==> config.mk <==
export PLATFORM = sky130hd
export DESIGN_NAME = execute_stage
export DESIGN_NICKNAME = d
export VERILOG_FILES = /design/src/rtl/execute_stage.sv
export SDC_FILE = /design/constraint.sdc
export NUM_CORES = 2
export LEC_CHECK = 0
export ABC_CLOCK_PERIOD_IN_PS = 4450
export CAP_MARGIN = 15
export CORE_MARGIN = 4
export CORE_UTILIZATION = 60
export CTS_BUF_LIST = sky130_fd_sc_hd__clkbuf_8
export CTS_CLUSTER_SIZE = 24
export DETAILED_ROUTE_END_ITERATION = 7
export GPL_TIMING_DRIVEN = 0
export PLACE_DENSITY = 0.81
export SLEW_MARGIN = 20
export SYNTH_ARGS = -nofsm -noshare
export SYNTH_HDL_FRONTEND = slang
export SYNTH_SLANG_ARGS = --single-unit
==> constraint.sdc <==
create_clock -name clk -period 4.45 [get_ports clk]
set_input_delay 1.1125 -clock clk [delete_from_list [all_inputs] [get_ports clk]]
set_output_delay 1.1125 -clock clk [all_outputs]
set_load 0.005 [all_outputs]
==> src/rtl/execute_stage.sv <==
// Execute stage: forwarding muxes, single-cycle ALU, iterative restoring divider
// for DIVU/REMU, and the registered EX/MEM pipeline register.
module execute_stage #(
    parameter int XLEN = 32
) (
    input  logic            clk,
    input  logic            rst,
    input  logic [XLEN-1:0] SRC_A,
    input  logic [XLEN-1:0] SRC_B,
    input  logic [XLEN-1:0] IMM,
    input  logic            ALU_SRC,
    input  logic [3:0]      ALU_OP,
    input  logic [1:0]      FWD_A,
    input  logic [1:0]      FWD_B,
    input  logic [XLEN-1:0] BP_MEM,
    input  logic [XLEN-1:0] BP_WB,
    input  logic            VALID_D,
    input  logic [4:0]      RD_D,
    input  logic            MEM_WE_D,
    input  logic            ME_WE_D,
    input  logic            MEM_REG_D,
    input  logic            FLUSH,
    output logic [XLEN-1:0] ALU_OUT,
    output logic [XLEN-1:0] WD_ME,
    output logic [4:0]      RD,
    output logic            MEM_WE,
    output logic            ME_WE,
    output logic            MEM_REG,
    output logic            STALL,
    output logic [1:0]      DBG_STATE
);
    localparam int CW = $clog2(XLEN);

    typedef enum logic [1:0] {S_IDLE = 2'd0, S_BUSY = 2'd1, S_DONE = 2'd2} state_t;

    state_t state_q, state_d;

    logic [XLEN-1:0] fwd_a, fwd_b, op_b, alu_res;
    logic            is_div, start;

    logic [XLEN-1:0] quo_q, rem_q, dvs_q, h_wd_q;
    logic [CW-1:0]   cnt_q;
    logic [4:0]      h_rd_q;
    logic            h_mem_we_q, h_me_we_q, h_mem_reg_q, h_rem_q;

    logic [XLEN:0]   trial;
    logic            ge;
    logic [XLEN-1:0] rem_n, quo_n;

    logic [XLEN-1:0] alu_out_q, alu_out_d, wd_me_q, wd_me_d;
    logic [4:0]      rd_q, rd_d;
    logic            mem_we_q, mem_we_d, me_we_q, me_we_d, mem_reg_q, mem_reg_d;

    always_comb begin
        fwd_a = SRC_A;
        case (FWD_A)
            2'b01:   fwd_a = BP_MEM;
            2'b10:   fwd_a = BP_WB;
            default: fwd_a = SRC_A;
        endcase
        fwd_b = SRC_B;
        case (FWD_B)
            2'b01:   fwd_b = BP_MEM;
            2'b10:   fwd_b = BP_WB;
            default: fwd_b = SRC_B;
        endcase
        op_b = ALU_SRC ? IMM : fwd_b;
    end

    always_comb begin
        alu_res = '0;
        case (ALU_OP)
            4'd0:    alu_res = fwd_a + op_b;
            4'd1:    alu_res = fwd_a - op_b;
            4'd2:    alu_res = fwd_a & op_b;
            4'd3:    alu_res = fwd_a | op_b;
            4'd4:    alu_res = fwd_a ^ op_b;
            4'd5:    alu_res = fwd_a << op_b[4:0];
            4'd6:    alu_res = fwd_a >> op_b[4:0];
            4'd7:    alu_res = $unsigned($signed(fwd_a) >>> op_b[4:0]);
            4'd8:    alu_res = {{(XLEN-1){1'b0}}, $signed(fwd_a) < $signed(op_b)};
            4'd9:    alu_res = {{(XLEN-1){1'b0}}, fwd_a < op_b};
            4'd10:   alu_res = fwd_a * op_b;
            default: alu_res = '0;
        endcase
    end

    assign is_div = (ALU_OP == 4'd11) || (ALU_OP == 4'd12);
    assign start  = (state_q == S_IDLE) && VALID_D && is_div && !FLUSH;

    // Restoring step: shift the next dividend bit into the partial remainder and
    // subtract the divisor when it fits; the sign bit of trial says it did not.
    assign trial = {rem_q, quo_q[XLEN-1]} - {1'b0, dvs_q};
    assign ge    = ~trial[XLEN];
    assign rem_n = ge ? trial[XLEN-1:0] : {rem_q[XLEN-2:0], quo_q[XLEN-1]};
    assign quo_n = {quo_q[XLEN-2:0], ge};

    always_ff @(posedge clk or negedge rst) begin
        if (!rst) state_q <= S_IDLE;
        else      state_q <= state_d;
    end

    always_comb begin
        state_d = state_q;
        case (state_q)
            S_IDLE:  if (VALID_D && is_div) state_d = S_BUSY;
            S_BUSY:  if (cnt_q == '0) state_d = S_DONE;
            S_DONE:  state_d = S_IDLE;
            default: state_d = S_IDLE;
        endcase
        if (FLUSH) state_d = S_IDLE;
    end

    always_comb begin
        STALL     = rst && !FLUSH &&
                    ((state_q == S_BUSY) || ((state_q == S_IDLE) && VALID_D && is_div));
        alu_out_d = '0;
        wd_me_d   = '0;
        rd_d      = '0;
        mem_we_d  = 1'b0;
        me_we_d   = 1'b0;
        mem_reg_d = 1'b0;
        if (!FLUSH) begin
            if ((state_q == S_IDLE) && VALID_D && !is_div) begin
                alu_out_d = alu_res;
                wd_me_d   = fwd_b;
                rd_d      = RD_D;
                mem_we_d  = MEM_WE_D;
                me_we_d   = ME_WE_D && (RD_D != 5'd0);
                mem_reg_d = MEM_REG_D;
            end else if (state_q == S_DONE) begin
                alu_out_d = h_rem_q ? rem_q : quo_q;
                wd_me_d   = h_wd_q;
                rd_d      = h_rd_q;
                mem_we_d  = h_mem_we_q;
                me_we_d   = h_me_we_q;
                mem_reg_d = h_mem_reg_q;
            end
        end
    end

    always_ff @(posedge clk or negedge rst) begin
        if (!rst) begin
            quo_q       <= '0;
            rem_q       <= '0;
            dvs_q       <= '0;
            cnt_q       <= '0;
            h_wd_q      <= '0;
            h_rd_q      <= '0;
            h_mem_we_q  <= 1'b0;
            h_me_we_q   <= 1'b0;
            h_mem_reg_q <= 1'b0;
            h_rem_q     <= 1'b0;
        end else if (start) begin
            quo_q       <= fwd_a;
            dvs_q       <= op_b;
            rem_q       <= '0;
            cnt_q       <= CW'(XLEN - 1);
            h_wd_q      <= fwd_b;
            h_rd_q      <= RD_D;
            h_mem_we_q  <= MEM_WE_D;
            h_me_we_q   <= ME_WE_D && (RD_D != 5'd0);
            h_mem_reg_q <= MEM_REG_D;
            h_rem_q     <= (ALU_OP == 4'd12);
        end else if ((state_q == S_BUSY) && !FLUSH) begin
            quo_q <= quo_n;
            rem_q <= rem_n;
            if (cnt_q != '0) cnt_q <= cnt_q - 1'b1;
        end
    end

    always_ff @(posedge clk or negedge rst) begin
        if (!rst) begin
            alu_out_q <= '0;
            wd_me_q   <= '0;
            rd_q      <= '0;
            mem_we_q  <= 1'b0;
            me_we_q   <= 1'b0;
            mem_reg_q <= 1'b0;
        end else begin
            alu_out_q <= alu_out_d;
            wd_me_q   <= wd_me_d;
            rd_q      <= rd_d;
            mem_we_q  <= mem_we_d;
            me_we_q   <= me_we_d;
            mem_reg_q <= mem_reg_d;
        end
    end

    assign ALU_OUT   = alu_out_q;
    assign WD_ME     = wd_me_q;
    assign RD        = rd_q;
    assign MEM_WE    = mem_we_q;
    assign ME_WE     = me_we_q;
    assign MEM_REG   = mem_reg_q;
    assign DBG_STATE = state_q;

endmodule

==> results.md, run 1 <==
- Status: did not finish
- Stop stage: global routing
- Error msg: [ERROR GRT-0232] Routing congestion too high. Check the congestion heatmap in the GUI.
- # port buffers: 254
- Grt repair worst endpoint: ALU_OUT[30]$_DFF_PN0_/D
- Total track usage: 76.7%
- Routability cong.: 1.26
- Initial Utilization: 60.8%
- Die Width: 250 um
- Largest net degree at the start of global routing: 95
- H-tree levels: 1
- Synth Register Bits: 216
- Post-DP HPWL: 144,000 um
- Number of I/O pins: 256
- Post-synth EDFFs: 0
- CTS Buffer Depth: 3
- Cells after Synth: 4,359
- Die Span Y: 250 um
- CTS Root Cell: clkbuf_8
- Synth warnings: 0
- Cell variety after synth: 99
- Worst_ep kind: sequential cell input
- Total nets after synthesis: 5,209
- Row cnt: 88
- Placed cells: 5,383
- Synth Cell Area: 35,200 um^2
- Syn_area_per_cell: 8.08 um^2
- Cts hold-fix bufs: 0
- Clk sinks: 216
- Pre-CTS setup slack: -7.36 ns
- Top FF cell, synth: dfrtp_1
- Grt total ovfl: 71
- CTS buffer count: 31
- Asr flop ratio synth: 100%
- Sequential fraction of the synthesis area: 15.4%
synth_stat cells, types with 20 or more instances:
cell type | instances | area [um^2]
xor2_1 | 30 | 263
nor2_1 | 643 | 2410
a221oi_1 | 20 | 175
a211oi_1 | 42 | 315
clkbuf_1 | 168 | 631
fa_1 | 411 | 8230
o21a_1 | 25 | 188
a31oi_1 | 32 | 200
o22ai_1 | 61 | 382
a221o_1 | 28 | 280
o21ai_2 | 26 | 228
o21bai_1 | 23 | 173
nor3_1 | 38 | 190
mux2_2 | 57 | 642
mux2i_1 | 74 | 741
a21o_1 | 49 | 368
buf_2 | 53 | 265
nand3_1 | 66 | 330
ha_1 | 258 | 3230
o211ai_1 | 24 | 180
o21ai_0 | 201 | 1010
o21ai_1 | 50 | 250
dfrtp_1 | 216 | 5410
buf_1 | 33 | 124
xnor2_1 | 103 | 902
a21oi_1 | 272 | 1360
inv_1 | 505 | 1900
nand2_1 | 466 | 1750
a22oi_1 | 72 | 541
metrics by stage:
step / TNS, ns / area, um^2
CTS: -106.15 / 44100
detailed placement: -190.17 / 39400
global placement: -1590.59 / 39300
floorplan: -94.89 / 35800
per-layer routing:
layer | global-route usage (%) | GRT overflow
met5 | 38.1 | 0
met4 | 72.8 | 32
met3 | 65.4 | 1
met2 | 91.1 | 36
met1 | 76.7 | 2
repair_timing:
item,in CTS
gates cloned,2
pin swaps,158
endpoints found under the setup margin,34
gates resized for setup,630
buffers inserted,142
cell families after synthesis:
family	after synthesis	share of synthesized area, %
flops	216	15.4
mux	138	4.33
simple gates	1341	15.7
compound gates	1055	19.4
buf+inv	804	9.13
xor+xnor	136	3.50
fa+ha+maj	669	32.5
==> inputs of run 2 (changes only) <==
- CORE_UTILIZATION: 60 -> 40
- CTS_BUF_LIST: sky130_fd_sc_hd__clkbuf_8 -> not set
- CTS_CLUSTER_SIZE: 24 -> not set
- PLACE_DENSITY: 0.81 -> not set
- PLACE_DENSITY_LB_ADDON: not set -> 0.15
==> run 2 against run 1 <==
Net effect:
- area after synthesis did not move
- synthesized cell count did not move
- the flow now finishes, with violations (negative setup slack)
==> results.md, run 2 <==
- Row cnt: 108
- Final setup violation count: 32
- Clock skew: 0.0618 ns
- Routed wire per std cell: 34.4 um
- Syn_area_per_cell: 8.08 um^2
- Maxcap violations: 0
- Cells after Synth: 4,359
- Register area: 5410 um^2
- # port buffers: 254
- Fill cell count: 8,340
- CTS Buffer Depth: 3
- Synth Cell Area: 35,200 um^2
- Grt total ovfl: 0
- Total nets after synthesis: 5,209
- Sequential fraction of the synthesis area: 15.4%
- Clock transition at path regs: 0.09 ns
- Post-DP HPWL: 161,000 um
- Number of I/O pins: 256
- Cts hold-fix bufs: 0
- First-pass GRT wire length: 287,000 um
- Worst skew pair latency: 0.58 ns
- Synth-to-Final Area Change: 33.2%
- CP Max Fanout: 9
- Synth top area share: 23.4%
- Commonest non-fill, non-tap cell in the layout: nor2_1
- CTS Root Cell: clkbuf_16
- Synth warnings: 0
- Initial antenna violation count: 13
- CTS tree: yes
- Synth top area cells: fa_1 (23%), dfrtp_1 (15%), ha_1 (9.2%), nor2_1 (6.9%), inv_1 (5.4%)
- RSZ-0062 raised after global routing: true
- Synth cell count leaders: nor2_1 (643), inv_1 (505), nand2_1 (466)
- Hold slack: 0.444 ns
- Post-synth EDFFs: 0
- Most frequent cells in the layout: nor2_1 (614), nand2_1 (458), inv_1 (447)
- Clk sinks: 216
- DRC: 0
- Status: finished with violations
- Post-route antenna net violation count: 0
- Final Hold Fails: 0
- Vias: 37,682
- Post-synth top area cell: fa_1
- Max Transition Viols Final: 0
- Fmax: 0.107 GHz
- Nets@finish: 5,743
- CTS buffer count: 23
- DRT Wirelength: 209,000 um
- Cell variety after synth: 99
- Dpl cell area: 40,000 um^2
- Asr flop ratio synth: 100%
- Vias in the first global route: 36,624
- Startpoint Class: input pin
- Post-route minimum period: 9.33 ns
- Fin crit share: 210%
- Die Width: 305 um
- Core ar.: 87,000 um^2
- Final instance area: 46,900 um^2
- Critical path endpoint category: register
- Area of the multi-input gates: 29,600 um^2
- WS Path Type: in -> reg
- Worst Path Arrival: 9.69 ns
- Via/cell ratio: 6.20
- Synth Register Bits: 216
- Routability cong.: 1.13
- H-tree levels: 1
- DRT Pass-1 Iters: 6
- Share of cells above drive strength 1: 20.9%
- Worst EP required: 4.82 ns
- Final WS setup: -4.88 ns
- Top-count cell post-synth: nor2_1
- Largest net degree at the start of global routing: 94
- Worst-Margin Slew: 1.26 ns
- Initial Utilization: 40.5%
- Slew headroom: 16.1%
- Failing checks: negative setup slack
- Fin util: 53.9%
- Top FF cell, synth: dfrtp_1
- Violation count after the first detailed-routing iteration: 4,767
- HP Class: in -> async
- DIE AREA: 92,800 um^2
- Die Span Y: 305 um
- Total track usage: 43.5%
- Pre-CTS setup slack: -7.47 ns
run 2: cell counts after synthesis:
No cell type changed its count.
run 2: repair_timing:
item | CTS | global route
setup buffers | 141 | 108
pin swaps | 116 | 205
gates cloned | 3 | 2
gates resized for setup | 588 | 363
setup endpoints to repair | 34 | 33
run 2: area by class of cell:
type                    instances  area share [%]
diodes                         10          0.0534
plain buffers                 272            5.15
clock buffers                  25            1.26
clock inverters                16           0.523
inverters                     527            4.48
multi-input cells            3339            63.1
flip-flops and latches        216            11.5
well taps                    1155            3.08
repair buffers                514            10.8
run 2: final timing paths:
path	startpoint	endpoint	slack (ns)	cells past startpoint
worst max-delay path	BP_WB[19]	ALU_OUT[31]	-4.88	28
worst min-delay path	rst	h_wd_q[4]	0.44	1
worst max register to register	rem_q[0]	rem_q[5]	0.42	15
worst min register to register	h_wd_q[25]	h_wd_q[25]	0.48	2
max in group asynchronous	rst	ALU_OUT[21]	2.76	3
min in group clk	h_wd_q[25]	h_wd_q[25]	0.48	2
run 2: cells by family after synthesis:
logic type / synth area share, %
and+or+nand+nor: 15.7
AOI/OAI and AO/OA: 19.4
buffers and inverters: 9.13
adders and majority gates: 32.5
DFF: 15.4
muxes: 4.33
xor gates and xnor gates: 3.50
run 2: stage by stage:
stage               instances  setup TNS (ns)
CTS                      5963         -113.59
floorplan                4359          -94.89
finish                   6074         -108.41
detailed placement       5778         -194.93
global route             6066         -111.67
global placement         5768        -1784.11
run 2: worst max-delay path: stages:
cell	delay [ns]
clkdlybuf4s50_1	0.56
a221o_1	0.19
o21ai_2	0.11
o21ai_4	0.93
inv_6	0.21
nor2_1	0.21
fa_1	0.42
inv_1	0.12
fa_1	0.42
fa_1	0.52
inv_1	0.06
fa_1	0.53
inv_1	0.05
fa_1	0.47
fa_1	0.54
fa_1	0.43
fa_1	0.39
xnor2_1	0.23
xnor2_1	0.19
xnor2_1	0.16
xnor2_1	0.15
xnor2_1	0.12
xnor2_1	0.26
xnor2_1	0.18
xnor3_1	0.34
xnor2_4	0.22
a221oi_4	0.42
nor3_2	0.09
run 2: routing by layer:
layer  track usage, %  up-vias  wire [um]
met5            0.103        -         47
met4             33.9        8      20900
met3             14.2      820      26800
met2             62.6     2658      85800
met1             53.9    18602      75500
li1                 -    15594          -
Power of run 2 is left out: the tool's default activity adds up to more than one toggle a clock period on the data nets, which glitch-free logic cannot reach.
